$ cat src/rtl/cpu_mem_responder.sv
// cpu_mem_responder: wait-state memory responder for the CPU req/ready bus handshake
// Ports: clk, reset (sync, active-high); req/we/addr/wdata request sampled in IDLE;
//        rdata registered read data; ready one-cycle completion pulse; busy from
//        acceptance until IDLE; err (only with MEM_ERR_EN) flags out-of-range access.
// Optional feature macro: MEM_ERR_EN (address range checking with err output).
module cpu_mem_responder #(
    parameter int DATA_W      = 16,
    parameter int ADDR_W      = 8,
    parameter int DEPTH       = 128,
    parameter int WAIT_CYCLES = 2
) (
    input  logic              clk,
    input  logic              reset,
    input  logic              req,
    input  logic              we,
    input  logic [ADDR_W-1:0] addr,
    input  logic [DATA_W-1:0] wdata,
    output logic [DATA_W-1:0] rdata,
    output logic              ready,
    output logic              busy
`ifdef MEM_ERR_EN
    ,
    output logic              err
`endif
);
    localparam int IDX_W = $clog2(DEPTH);
    typedef enum logic [1:0] {IDLE, WAIT, RESP} state_t;
    state_t            state_q, state_d;
    logic [7:0]        cnt_q, cnt_d;
    logic              we_q, we_d;
    logic [ADDR_W-1:0] addr_q, addr_d;
    logic [DATA_W-1:0] wdata_q, wdata_d, rdata_q;
    logic [DATA_W-1:0] mem_q [DEPTH];
    logic              go_resp, in_range;
    // The _d request fields equal the live inputs on acceptance and the latched
    // copies afterwards, so they are the right operands on the edge entering RESP.
    always_comb begin
        state_d = state_q;
        cnt_d   = cnt_q;
        we_d    = we_q;
        addr_d  = addr_q;
        wdata_d = wdata_q;
        case (state_q)
            IDLE: if (req) begin
                state_d = (WAIT_CYCLES > 0) ? WAIT : RESP;
                cnt_d   = 8'(WAIT_CYCLES);
                we_d    = we;
                addr_d  = addr;
                wdata_d = wdata;
            end
            WAIT: begin
                cnt_d   = cnt_q - 8'd1;
                state_d = (cnt_q == 8'd1) ? RESP : WAIT;
            end
            default: state_d = IDLE;
        endcase
    end
    assign go_resp = (state_d == RESP) && (state_q != RESP);
`ifdef MEM_ERR_EN
    localparam logic [ADDR_W:0] LIMIT = (ADDR_W+1)'(DEPTH);
    assign in_range = {1'b0, addr_d} < LIMIT;
    assign err      = ready && ({1'b0, addr_q} >= LIMIT);
`else
    logic unused_hi;
    assign in_range  = 1'b1;
    assign unused_hi = ^addr_d;
`endif
    always_ff @(posedge clk) begin
        if (reset) begin
            state_q <= IDLE;
            cnt_q   <= '0;
            we_q    <= 1'b0;
            addr_q  <= '0;
            wdata_q <= '0;
            rdata_q <= '0;
        end else begin
            state_q <= state_d;
            cnt_q   <= cnt_d;
            we_q    <= we_d;
            addr_q  <= addr_d;
            wdata_q <= wdata_d;
            if (go_resp && !we_d) rdata_q <= in_range ? mem_q[addr_d[IDX_W-1:0]] : '0;
        end
    end
    // Storage is not reset; a reset edge still cancels a write about to commit.
    always_ff @(posedge clk) begin
        if (!reset && go_resp && we_d && in_range) mem_q[addr_d[IDX_W-1:0]] <= wdata_d;
    end
    assign rdata = rdata_q;
    assign ready = state_q == RESP;
    assign busy  = state_q != IDLE;
endmodule

$ cat config.mk
export PLATFORM = sky130hd
export DESIGN_NAME = cpu_mem_responder
export DESIGN_NICKNAME = d
export VERILOG_FILES = /design/src/rtl/cpu_mem_responder.sv
export SDC_FILE = /design/constraint.sdc
export NUM_CORES = 2
export LEC_CHECK = 0
export CAP_MARGIN = 20
export CORE_MARGIN = 10
export CORE_UTILIZATION = 25
export DETAILED_ROUTE_END_ITERATION = 12
export PLACE_DENSITY = 0.4
export SLEW_MARGIN = 15
export SYNTH_ARGS = -nofsm -noshare
export SYNTH_HDL_FRONTEND = slang
export SYNTH_SLANG_ARGS = --single-unit
$ cat constraint.sdc
create_clock -name clk -period 5.35 [get_ports clk]
set_input_delay 0.8025 -clock clk [delete_from_list [all_inputs] [get_ports clk]]
set_output_delay 0.8025 -clock clk [all_outputs]
set_load 0.02 [all_outputs]
Yosys cells after proc, flatten, opt, wreduce, memory -nomap -nowiden
Memories as Yosys holds them, arrays and structs flattened. A register that Yosys moved wholly into a read port is not among the register bits.
Index checks and enable logic that the tools add are counted.
Widths: inputs -> output; s select.
Operators by class
  reduce and logical (&&, ||, !) cells: 10
  equality and inequality tests: 6
  add/sub/neg operators: 1
  multiplexer cells: 13
Operators with widths (number)
  $mux 16: 2
  $pmux 8 s2: 1
  $mux 7: 2
  $eq 8x1->1 const B: 1
  $mux 8: 1
  $sub 8x1->8 const B: 1
  $eq 2x2->1 const B: 2
  $logic_and 1x1->1: 4
  $mux 1: 4
  $mux 2: 2
  $ne 2x2->1 const B: 2
  $pmux 2 s2: 1
  $reduce_bool 2->1: 2
  $eq 2x1->1 const B: 1
  $logic_not 1->1: 2
  $logic_not 2->1: 1
  $reduce_and 2->1: 1
Storage, ports and cells
  memory bits (writable): 2048
  output and inout bits: 18
  input bits: 28
  memories kept: 1
  word-level logic and storage cells: 36
  register bits: 34
Memories
  mem_q: words 128, width 16, rd ports 1, clocked after Yosys merged registers in 1, wr ports 1, line 33  | logic [DATA_W-1:0] mem_q [DEPTH];

Depth between registers and ports, before layout
  depth after elaboration: 9
  depth in mapped cells: 12
  gate-level depth less buffers: 8

Worst setup path before layout
OpenSTA, ideal clock, no wires.
  kind: input to register
  start point: in req
  end point: mem mem_q[0][0], data pin
  arrival: 3.783 ns
  slack: 1.057 ns
  stages on the path: 8
  data required time: 4.839 ns
  setup time: 0.511 ns
  path buffers: 5
  cell sequence: nor3b_1 -> buf_2 -> buf_2 -> buf_2 -> clkbuf_1 -> buf_1 -> nand2_1 -> nand2_1
Between the ends
  cells in the longest elaborated chain, start to end: 2
Ends and longest elaborated chain
  from (decl): line 14  | input logic req,
  $mux 16: line 44  | IDLE: if (req) begin
  $mux 16: line 43  | case (state_q)
  via wdata_d[0]: line 32  | logic [DATA_W-1:0] wdata_q, wdata_d, rdata_q;
  to (decl): line 33
The timed path passes the listed nets, and every way through them passes these cells.

Worst setup path in the final report
  start point: in req
  end point: reg rdata_q[5], in the netlist rdata[5], read port of mem_q
Between the ends
  cells in the longest elaborated chain, start to end: 5
  elaborated cells between the ends (all ways): 10
  classes of those cells: 1 x eq/ne; 6 x mux; 3 x reduce/logical
Ends and longest elaborated chain
  $mux 2: line 44
  $pmux 2 s2: line 43
  $eq 2x2->1: line 58  | assign go_resp = (state_d == RESP) && (state_q != RESP);
  $logic_and 1x1->1: line 58
  $logic_and 1x1->1: line 82  | if (go_resp && !we_d) rdata_q <= in_range ? mem_q[addr_d[IDX_W-1:0]] : '0;
  to (decl): line 32
Several ways; a longest one is shown, not always the timed one.
A chain may end at the register's enable or synchronous reset.

==> results.json <==
{
  "rsz0062_at_grt": "false",
  "synth_seq_cells": 2098,
  "max_freq_ghz": 0.235,
  "cts_max_level": 4,
  "hold_start": "reset",
  "synth_flop_cell": "edfxtp_1",
  "place_ws_ns": 0.262,
  "routed_via_density": 5.01,
  "synth_cells": 5248,
  "status": "complete, no violations",
  "p_sw_uw": 9000,
  "final_cell_area_sq_um": 102000,
  "ant_nets": 0,
  "grt_pass1_wl_um": 409000,
  "rows": 214,
  "cts_resized": 0,
  "track_usage_pct": 15.4,
  "seq_area_frac_synth_pct": 73.1,
  "cts_tree": "done",
  "placed_cell_area_sq_um": 94800,
  "hold_violations": 0,
  "avgSynthCellArea_sq_um": 16.3,
  "cap_violations": 0,
  "cts_buffers": 238,
  "grt_start_max_net_pins": 129,
  "hp-class": "in -> reg",
  "port-buffer-count": 44,
  "r2r-start": "state_q[0]",
  "drive_gt1_share_pct": 18.9,
  "path_cells": "clkdlybuf4s50_1 -> or3b_4 -> mux2_8 -> buf_4 -> a2111oi_0 -> a31oi_1 -> nor4_1 -> buf_4 -> o221ai_1 -> o31a_1",
  "dr.pass1.iters": 5,
  "cp_slowest_cell": "a2111oi_0",
  "io_pins": 46,
  "hold_buffers": 0,
  "fin_cells": 10300,
  "drc": 0,
  "path_class": "in -> reg",
  "synth.distinct_cells": 60,
  "setup_slack_ns": 1.10,
  "internal-power_uw": 28300,
  "cp-startpoint": "req",
  "cp_num_buf_inv": 3,
  "syn-cell-area_sq_um": 85500,
  "gp_routability_congestion": 0.765,
  "totalWireLength_um": 293000,
  "syn-num-nets": 5278,
  "critPathMaxFanout": 36,
  "dp_cells": 9872,
  "die_w_um": 605,
  "maxSlewHeadroom_pct": 22.5,
  "crit_required_ns": 6.15,
  "power_density_nw_per_um2": 365,
  "critPathMostFrequentCell": "buf_4",
  "fin_nets": 5606,
  "drtIter0Drc": 4833,
  "end_kind": "register",
  "grt-ovfl-total": 0,
  "syn2layout_area_growth_pct": 19.3,
  "cts_buffer_depth": 4,
  "fin_skew_ns": 0.0820,
  "slew_viol_final": 0,
  "power.share.combinational_pct": 9.3,
  "path_delay_family": "compound AO/OA/AOI/OAI gates",
  "setup_violations": 0,
  "cpPeakStageDelay_ns": 0.73,
  "switching_share_pct": 24.2,
  "die_y_um": 605,
  "initial_core_util_pct": 25.1,
  "fin_crit_ns": 4.25,
  "ys_async_sr_fraction_pct": 0,
  "vdd_drop_max_mv": 0.320,
  "clockPowerShare_pct": 41.5,
  "vias": 51700,
  "clock_latency_ns": 0.92,
  "dieArea_sq_um": 366000,
  "cts.sinks": 2098,
  "tightestPinTransition_ns": 1.14,
  "min_period_over_period_pct": 79.5,
  "clk_pin_slew_ns": 0.06,
  "cts-root-buf": "clkbuf_16",
  "finalSetupTns_ns": 0,
  "antenna_found_initial": 21,
  "yosysWarnings": 0,
  "start_kind": "primary input",
  "wl_per_cell_um": 28.4,
  "post_cts_buffers": 0,
  "hpwl_um": 177000,
  "seqPwrFrac_pct": 49.2,
  "synth_edf_count": 2048,
  "p_leak_uw": 0.0317,
  "core_region_area_sq_um": 340000,
  "crit_arrival_ns": 5.06,
  "grt_pass1_vias": 50700
}
-- path summary, 6_finish.rpt --
| kind | depth (start not counted) | slack (ns) | endpoint |
|---|---|---|---|
| max | 10 | 1.10 | rdata[5] |
| min reg2reg | 2 | 0.49 | cnt_q[3] |
| min | 2 | 0.21 | we_q |
| max reg2reg | 9 | 1.17 | rdata[5] |
-- synthesized netlist by cell type, types with 77 or more instances --
library cell | instances | area share, %
buf_2 | 122 | 0.71
nor2_1 | 188 | 0.82
a21oi_1 | 88 | 0.51
nand2_1 | 327 | 1.4
a22oi_1 | 363 | 3.2
mux2_2 | 77 | 1.0
clkbuf_1 | 263 | 1.2
nand4_1 | 82 | 0.60
nand4b_1 | 284 | 2.9
mux2i_1 | 349 | 4.1
a22o_1 | 108 | 1.1
edfxtp_1 | 2048 | 72
-- placed cells by master, fill, tap and decap left out, types with 19 or more instances in the layout --
master	netlist	routed
a2111o_1	26	26
a2111oi_0	55	55
a21oi_1	88	88
a221oi_1	60	60
a22o_1	108	108
a22oi_1	363	363
a31o_2	47	47
a31oi_1	58	55
a32oi_1	28	28
a41o_1	23	23
buf_12	0	76
buf_4	18	411
clkbuf_1	263	71
clkbuf_16	0	239
clkdlybuf4s50_1	0	40
clkinv_1	0	48
clkinv_2	0	41
dfxtp_1	50	47
edfxtp_1	2048	2048
mux2_2	77	74
mux2i_1	349	340
mux4_2	72	72
nand2_1	327	311
nand3_1	63	63
nand4_1	82	82
nand4b_1	284	284
nor2_1	188	144
nor2_2	0	43
nor4b_1	70	70
nor4bb_1	70	70
o211ai_1	29	29
o21ai_0	19	19
o22ai_1	27	26
o31ai_1	32	32
-- registers in the layout (all words and copies together) (netlist names) --
name	count
we_q	1
rdata	16
mem_q	2048
cnt_q	8
addr_q	7
wdata_q	16
state_q	2
-- area by class of cell --
type                            instances  area, sq um
Tap cell                             4536         5680
Clock buffer                          320         6380
Antenna cell                            7         17.5
Timing Repair Buffer                  531         5050
Inverter                               10         37.5
Sequential cell                      2098        62500
Fill cell                           33500       238000
Clock inverter                        110          856
Multi-Input combinational cell       2697        21600
-- metal layers --
| metal | up-vias | track usage (%) | wire [um] |
|---|---|---|---|
| li1 | 22300 | - | - |
| met1 | 27600 | 21.5 | 133000 |
| met2 | 1383 | 25.4 | 140000 |
| met3 | 361 | 1.98 | 13600 |
| met4 | 2 | 3.42 | 6580 |
| met5 | - | 0 | 13 |
-- power groups by stage --
stage / Combinational [uW] / Sequential (uW) / Clock, uW
final: 3460 / 18300 / 15500
after global routing: 3660 / 18300 / 16500
after CTS: 3520 / 18300 / 15900
after detailed placement: 3510 / 18700 / 0
after global placement: 3490 / 18700 / 0
after floorplan: 1720 / 18700 / 0
-- cells by family after synthesis --
| group | count (synthesis) | synth area share [%] |
|---|---|---|
| buffers and inverters | 453 | 2.27 |
| flip-flops | 2098 | 73.1 |
| AO/OA/AOI/OAI | 1027 | 9.27 |
| AND/OR/NAND/NOR | 1165 | 8.29 |
| adder cells (fa/ha/maj) | 2 | 0.0292 |
| multiplexers | 503 | 7.08 |
-- per-stage QoR --
step,power [uW],hold slack (ns),util (%)
floorplan,20400,0.444,-
global placement,22200,0.474,27.9
detailed placement,22200,0.478,27.9
CTS,37700,0.136,30.0
global route,38500,0.190,30.0
finish,37300,0.214,30.0
-- worst register-to-register path: cells and delay by family, from the launching register on --
family / cells / cell delay, ns
buffers and inverters: 2 / 0.62
AOI/OAI and AO/OA: 4 / 1.31
DFF: 1 / 0.40
and+or+nand+nor: 2 / 1.25
muxes: 1 / 0.54
Power figures use the tool's default switching activity.
